==> config.mk <==
export PLATFORM = sky130hd
export DESIGN_NAME = cpc_romsel_n_flat
export DESIGN_NICKNAME = d
export VERILOG_FILES = /design/src/rtl/cpc_romsel_n_if.sv /design/src/rtl/cpc_romsel_n.sv /design/src/flat_wrapper.sv
export SDC_FILE = /design/constraint.sdc
export NUM_CORES = 1
export LEC_CHECK = 0
export ABC_AREA = 1
export CORE_MARGIN = 1
export CORE_UTILIZATION = 43
export DETAILED_ROUTE_END_ITERATION = 12
export PLACE_DENSITY = 0.85
export SYNTH_ARGS = -nofsm -noshare
export SYNTH_HDL_FRONTEND = slang
export SYNTH_SLANG_ARGS = --single-unit
==> constraint.sdc <==
create_clock -name clk_i -period 1.3 [get_ports clk_i]
set_clock_uncertainty 0.05 [all_clocks]
set_input_delay 0.13 -clock clk_i [delete_from_list [all_inputs] [get_ports clk_i]]
set_output_delay 0.13 -clock clk_i [all_outputs]
set_load 0.02 [all_outputs]
==> src/rtl/cpc_romsel_n_if.sv <==
// CPU-side bus and board-side outputs of the upper-ROM selector.
// Instantiate with the same slot parameters as the selector it connects to.
interface cpc_romsel_n_if #(
  parameter int unsigned NumSlots    = 8,
  parameter int unsigned SlotsPerDev = 2
);
  localparam int unsigned NumDev = NumSlots / SlotsPerDev;
  localparam int unsigned BankW  = (SlotsPerDev > 1) ? $clog2(SlotsPerDev) : 1;

  logic [15:0]         a;
  logic [7:0]          d;
  logic                ioreq_b;
  logic                mreq_b;
  logic                wr_b;
  logic                romen_b;
  logic [NumSlots-1:0] slot_en;
  logic [NumDev-1:0]   rom_cs_b;
  logic [BankW-1:0]    rom_bank;
  logic                rom_we_b;
  logic                romdis;
  logic                we_armed;

  modport master (
    output a, d, ioreq_b, mreq_b, wr_b, romen_b, slot_en,
    input  rom_cs_b, rom_bank, rom_we_b, romdis, we_armed
  );

  modport slave (
    input  a, d, ioreq_b, mreq_b, wr_b, romen_b, slot_en,
    output rom_cs_b, rom_bank, rom_we_b, romdis, we_armed
  );
endinterface

==> src/rtl/cpc_romsel_n.sv <==
// Upper-ROM selector for CPC expansion boards: maps ROM-select writes onto paired EEPROMs
// and arms in-system EEPROM writes after a timed unlock sequence on a control port.
module cpc_romsel_n #(
  parameter int unsigned NumSlots      = 8,
  parameter int unsigned SlotsPerDev   = 2,
  parameter int unsigned BaseSlot      = 0,
  parameter logic [15:0] CtrlPort      = 16'hFBE0,
  parameter int unsigned UnlockTimeout = 255,
  parameter int unsigned WePulseCycles = 2
) (
  input logic           clk_i,
  input logic           rst_ni,
  cpc_romsel_n_if.slave bus_io
);
  localparam int unsigned NumDev   = NumSlots / SlotsPerDev;
  localparam int unsigned IdxW     = $clog2(NumSlots);
  localparam int unsigned DevShift = $clog2(SlotsPerDev);
  localparam int unsigned BankW    = (SlotsPerDev > 1) ? $clog2(SlotsPerDev) : 1;
  localparam int unsigned DevW     = (NumDev > 1) ? $clog2(NumDev) : 1;
  localparam int unsigned TmoW     = $clog2(UnlockTimeout + 1);
  localparam int unsigned PulseW   = $clog2(WePulseCycles + 1);

  localparam logic [1:0] StIdle  = 2'd0;
  localparam logic [1:0] StU1    = 2'd1;
  localparam logic [1:0] StU2    = 2'd2;
  localparam logic [1:0] StArmed = 2'd3;

  logic              io_wr, io_wr_q, io_new;
  logic              mem_wr, mem_wr_q, mem_new;
  logic [7:0]        rom_sel_q, rom_sel_d;
  logic [1:0]        st_q, st_d, st_eff;
  logic [TmoW-1:0]   tmo_q, tmo_d;
  logic              we_en_q, we_en_d;
  logic [PulseW-1:0] pulse_q, pulse_d;
  logic [IdxW-1:0]   pidx_q, pidx_d;

  logic [7:0]        off;
  logic              in_range, hit, acc, pulse_on, trig;
  logic              ctrl_wr, unlocking, timed_out;
  logic [IdxW-1:0]   idx, use_idx;
  logic [DevW-1:0]   dev;
  logic [NumDev-1:0] cs;
  logic [BankW-1:0]  bank;

  // One action per bus cycle: only the first clock of a low strobe counts.
  assign io_wr   = ~bus_io.ioreq_b & ~bus_io.wr_b;
  assign mem_wr  = ~bus_io.mreq_b & ~bus_io.wr_b;
  assign io_new  = io_wr & ~io_wr_q;
  assign mem_new = mem_wr & ~mem_wr_q;

  assign rom_sel_d = (io_new && !bus_io.a[13]) ? bus_io.d : rom_sel_q;

  always_comb begin
    off      = rom_sel_q - 8'(BaseSlot);
    in_range = off < 8'(NumSlots);
    idx      = off[IdxW-1:0];
    hit      = in_range & bus_io.slot_en[idx];
    acc      = hit & ~bus_io.romen_b & bus_io.a[14];
    pulse_on = pulse_q != '0;
    // A running write pulse keeps the device it started on, whatever rom_sel does meanwhile.
    use_idx  = pulse_on ? pidx_q : idx;
    dev      = DevW'(use_idx >> DevShift);
    cs       = '1;
    bank     = '0;
    if (pulse_on) begin
      cs   = ~(NumDev'(1) << dev);
      bank = (SlotsPerDev > 1) ? BankW'(use_idx) : '0;
    end else begin
      if (acc) cs = ~(NumDev'(1) << dev);
      if (hit && SlotsPerDev > 1) bank = BankW'(use_idx);
    end
  end

  always_comb begin
    trig    = mem_new && (bus_io.a[15:14] == 2'b11) && hit && we_en_q && !pulse_on;
    pulse_d = pulse_q;
    pidx_d  = pidx_q;
    if (trig) begin
      pulse_d = PulseW'(WePulseCycles);
      pidx_d  = idx;
    end else if (pulse_on) begin
      pulse_d = pulse_q - PulseW'(1);
    end
  end

  // A write landing on the timeout cycle is judged from IDLE, not from the stale state.
  always_comb begin
    ctrl_wr   = io_new && (bus_io.a == CtrlPort);
    unlocking = (st_q == StU1) || (st_q == StU2);
    timed_out = unlocking && (tmo_q == TmoW'(UnlockTimeout));
    st_eff    = timed_out ? StIdle : st_q;
    st_d      = st_eff;
    tmo_d     = (unlocking && !timed_out) ? tmo_q + TmoW'(1) : '0;
    we_en_d   = we_en_q;
    if (ctrl_wr) begin
      tmo_d = '0;
      unique case (st_eff)
        StIdle:  st_d = (bus_io.d == 8'h55) ? StU1 : StIdle;
        StU1:    st_d = (bus_io.d == 8'hAA) ? StU2 : StIdle;
        StU2: begin
          st_d    = (bus_io.d == 8'hC3) ? StArmed : StIdle;
          we_en_d = (bus_io.d == 8'hC3);
        end
        default: begin
          st_d    = StIdle;
          we_en_d = 1'b0;
        end
      endcase
    end
  end

  always_ff @(posedge clk_i or negedge rst_ni) begin
    if (!rst_ni) begin
      io_wr_q   <= 1'b0;
      mem_wr_q  <= 1'b0;
      rom_sel_q <= '0;
      st_q      <= StIdle;
      tmo_q     <= '0;
      we_en_q   <= 1'b0;
      pulse_q   <= '0;
      pidx_q    <= '0;
    end else begin
      io_wr_q   <= io_wr;
      mem_wr_q  <= mem_wr;
      rom_sel_q <= rom_sel_d;
      st_q      <= st_d;
      tmo_q     <= tmo_d;
      we_en_q   <= we_en_d;
      pulse_q   <= pulse_d;
      pidx_q    <= pidx_d;
    end
  end

  assign bus_io.rom_cs_b = cs;
  assign bus_io.rom_bank = bank;
  assign bus_io.rom_we_b = ~pulse_on;
  assign bus_io.romdis   = acc;
  assign bus_io.we_armed = we_en_q;
endmodule

==> src/flat_wrapper.sv <==
// flat-port wrapper written by rule: the top's interface ports become plain ports
module cpc_romsel_n_flat 
#(
  parameter int unsigned NumSlots      = 8,
  parameter int unsigned SlotsPerDev   = 2,
  parameter int unsigned BaseSlot      = 0,
  parameter logic [15:0] CtrlPort      = 16'hFBE0,
  parameter int unsigned UnlockTimeout = 255,
  parameter int unsigned WePulseCycles = 2
)
  (clk_i, rst_ni, bus_io_a, bus_io_d, bus_io_ioreq_b, bus_io_mreq_b, bus_io_wr_b, bus_io_romen_b, bus_io_slot_en, bus_io_rom_cs_b, bus_io_rom_bank, bus_io_rom_we_b, bus_io_romdis, bus_io_we_armed);
  cpc_romsel_n_if #(.NumSlots(NumSlots), .SlotsPerDev(SlotsPerDev)) bus_io_i ();
  input logic clk_i;
  input logic rst_ni;
  input wire logic [$bits(bus_io_i.a)-1:0] bus_io_a;
  input wire logic [$bits(bus_io_i.d)-1:0] bus_io_d;
  input wire logic [$bits(bus_io_i.ioreq_b)-1:0] bus_io_ioreq_b;
  input wire logic [$bits(bus_io_i.mreq_b)-1:0] bus_io_mreq_b;
  input wire logic [$bits(bus_io_i.wr_b)-1:0] bus_io_wr_b;
  input wire logic [$bits(bus_io_i.romen_b)-1:0] bus_io_romen_b;
  input wire logic [$bits(bus_io_i.slot_en)-1:0] bus_io_slot_en;
  output wire logic [$bits(bus_io_i.rom_cs_b)-1:0] bus_io_rom_cs_b;
  output wire logic [$bits(bus_io_i.rom_bank)-1:0] bus_io_rom_bank;
  output wire logic [$bits(bus_io_i.rom_we_b)-1:0] bus_io_rom_we_b;
  output wire logic [$bits(bus_io_i.romdis)-1:0] bus_io_romdis;
  output wire logic [$bits(bus_io_i.we_armed)-1:0] bus_io_we_armed;
  assign bus_io_i.a = bus_io_a;
  assign bus_io_i.d = bus_io_d;
  assign bus_io_i.ioreq_b = bus_io_ioreq_b;
  assign bus_io_i.mreq_b = bus_io_mreq_b;
  assign bus_io_i.wr_b = bus_io_wr_b;
  assign bus_io_i.romen_b = bus_io_romen_b;
  assign bus_io_i.slot_en = bus_io_slot_en;
  assign bus_io_rom_cs_b = bus_io_i.rom_cs_b;
  assign bus_io_rom_bank = bus_io_i.rom_bank;
  assign bus_io_rom_we_b = bus_io_i.rom_we_b;
  assign bus_io_romdis = bus_io_i.romdis;
  assign bus_io_we_armed = bus_io_i.we_armed;
  cpc_romsel_n #(.NumSlots(NumSlots), .SlotsPerDev(SlotsPerDev), .BaseSlot(BaseSlot), .CtrlPort(CtrlPort), .UnlockTimeout(UnlockTimeout), .WePulseCycles(WePulseCycles)) u_core (.clk_i(clk_i), .rst_ni(rst_ni), .bus_io(bus_io_i));
endmodule
==> metrics.txt <==
outcome finished with violations; failing checks negative setup slack; Critical Path Source Type register; Max Clk Rate 541 MHz; number of global-route vias before repair around 1.9k; post-synthesis sequential area ratio roughly 39%; maximum vdd drop 0.000492 V; diode count 0; vias post-DR roughly 1.9k; Final setup viols 27; final hold viol count 0; Synthesized Nets 283; PortBufs 45; r2r worst-path depth 13; DRT Pass-1 Iters 4; Min Hold Slack between 150 and 200 ps; clock tree buffer depth 2; chip width 64.2 um; CTS tree built; Overall Global Routing Usage between 20% and 30%; Post-Layout Cell Count just under 400; Critical Path End bus_io_rom_cs_b[2]; Core Area ~0.0037 sq mm; DRC 0; asr flop ratio synth 100%; H-Tree Level Count 1; Antenna Violating Nets Remaining 0; die height around 64 um; Synth top area share about two fifths; nets around 380; Max-Slew Margin vs Limit roughly three quarters; cts hold-fix bufs 0; Synth area leader dfrtp_1; Final Worst Setup Slack -550 ps; Design Area, Final between 0.003 and 0.004 sq mm; Inst Count DP approximately 360; Reg2Reg Setup Slack -500 ps; Max-cap violations 0; global placement routability congestion 0.777; CTS Sinks 26; Fin Setup TNS -6220 ps; Initial Util roughly 45%; Tightest Pin Transition approximately 350 ps; Area contributors post-synth dfrtp_1 39%, nand2_1 18%, inv_1 9.5%, nor2_1 7.0%, nand3_1 5.1%; CP Class register to output pin; Setup crit start u_core.rom_sel_q[0]; fin. max-slew vios 0; final WL between 5000 and 6000 um; final cycle utilization of the critical path 142%; worst r2r src u_core.rom_sel_q[0]; antenna violations before repair 0; hpwl dp 3190 um; drt wl/cell between 10 and 15 um; area delta synth->final 80.6%; # rows 22; Leak Pwr roughly 0.0016 uW; Synth top cells by count 78 x nand2_1, 42 x inv_1, 31 x nor2_1; vias per cell roughly 5.0; Syn. warnings 0; first-pass GRT wire length between 7000 and 8000 um; Detailed Route Iter0 Violations 57; power after layout between 2000 and 2500 uW; gr ovfl total 0; die area about 0.0041 sq mm; HP Class input pin to async pin; cell at the root of the clock tree clkbuf_8; area of placed instances around 0.0025 sq mm; Most used DFF post-synth dfrtp_1; largest net degree at the start of global routing 27; clk_lat worst skew around 280 ps; post-synthesis cell type count 27; fin crit period around 1800 ps; syn avg cell area ~6.8 sq um; most common cell in the synthesized netlist nand2_1; share of cells above drive strength 1 between 40% and 50%; clk slew on worst S/H paths ~100 ps; RSZ-0062 raised after global routing yes; Post-Syn Area around 0.0017 sq mm; # IOs 46; synthesis-stage register bit count 26; Num CTS Buffers 3; cell area power density approximately 760 mW/mm^2; critical-path maximum fanout 6; cell count after synthesis ~240; WP data arrival 1670 ps; Post-synth EDFFs 0; end of the worst register-to-register path u_core.pidx_q[1]; CP Capture Type output pin; WP data required between 1000 and 1500 ps
registers in the layout, indices dropped and copies added, names as in the netlist:
register and cells:
u_core.rom_sel_q 8, u_core.pulse_q 2, u_core.bus_io.we_armed 1, u_core.io_wr_q 1, u_core.tmo_q 8, u_core.mem_wr_q 1, u_core.st_q 2, u_core.pidx_q 3
worst max-delay path, stage by stage, from the launching register on:
cell,delay (ps)
dfrtp_2,470
inv_4,90
nand2_2,50
nand3_2,60
nand2_2,60
nand2_2,70
nand2_2,60
nor2_4,130
nand2_2,90
nand2_4,140
nand2_4,50
buf_6,130
metal layers:
metal	wire length, um	global-route usage (%)
met1	2040	27.0
met2	2970	48.9
met3	212	2.68
met4	119	7.78
met5	0	0
where the power goes:
group	switching, uW	internal, uW	leakage (uW)	total, uW
Sequential	55.7	858	0.000336	914
Combinational	365	463	0.00120	828
Clock	270	272	0.0000288	542
layout by cell type (no fill, tap or decap), types with 9 or more instances in the layout:
cell / n
nand2_1: 50
buf_6: 17
inv_1: 34
nand3_1: 10
clkdlybuf4s50_1: 33
nand4_1: 10
nand2_4: 17
o21ai_2: 9
buf_4: 43
nand2_2: 11
dfrtp_1: 25
nor2_1: 20
worst min path at each step:
stage,end
after detailed placement,u_core.pidx_q[1]
after CTS,u_core.pidx_q[0]
final,u_core.pulse_q[0]
after global routing,u_core.pidx_q[0]
after floorplan,u_core.bus_io.we_armed
after global placement,u_core.pidx_q[0]
repair_timing:
item | 4_1_cts | 5_1_grt
gates resized for setup | 83 | 43
pin swaps | 33 | 29
endpoints found under the setup margin | 24 | 31
setup buffers | 23 | 6
gates cloned | 1 | 0
through the flow:
stage,utilization [%],setup WS (ps)
2_1_floorplan,-,-134
3_3_place_gp,67.2,-726
3_5_place_dp,67.2,-791
4_1_cts,76.7,-492
5_1_grt,81.4,-623
6_report,81.4,-550
area by class of cell:
cell class | instances | area [sq um]
clock buffers | 4 | 55.1
inverters | 43 | 166
fillers | 235 | 687
multi-input cells | 170 | 1120
flip-flops and latches | 26 | 652
repair buffers | 100 | 943
well taps | 48 | 60.1
cell families (layout without fill, tap and decap cells):
| kind of cell | count (synthesis) | count (layout) | share of synthesized area (%) |
|---|---|---|---|
| AOI/OAI and AO/OA | 14 | 14 | 6.17 |
| xor gates and xnor gates | 5 | 5 | 2.64 |
| adders and majority gates | 2 | 2 | 1.51 |
| buffers and inverters | 47 | 147 | 11.8 |
| DFF | 26 | 26 | 39.2 |
| and+or+nand+nor | 149 | 149 | 38.7 |
No activity file was read; power rests on OpenSTA's default activity.
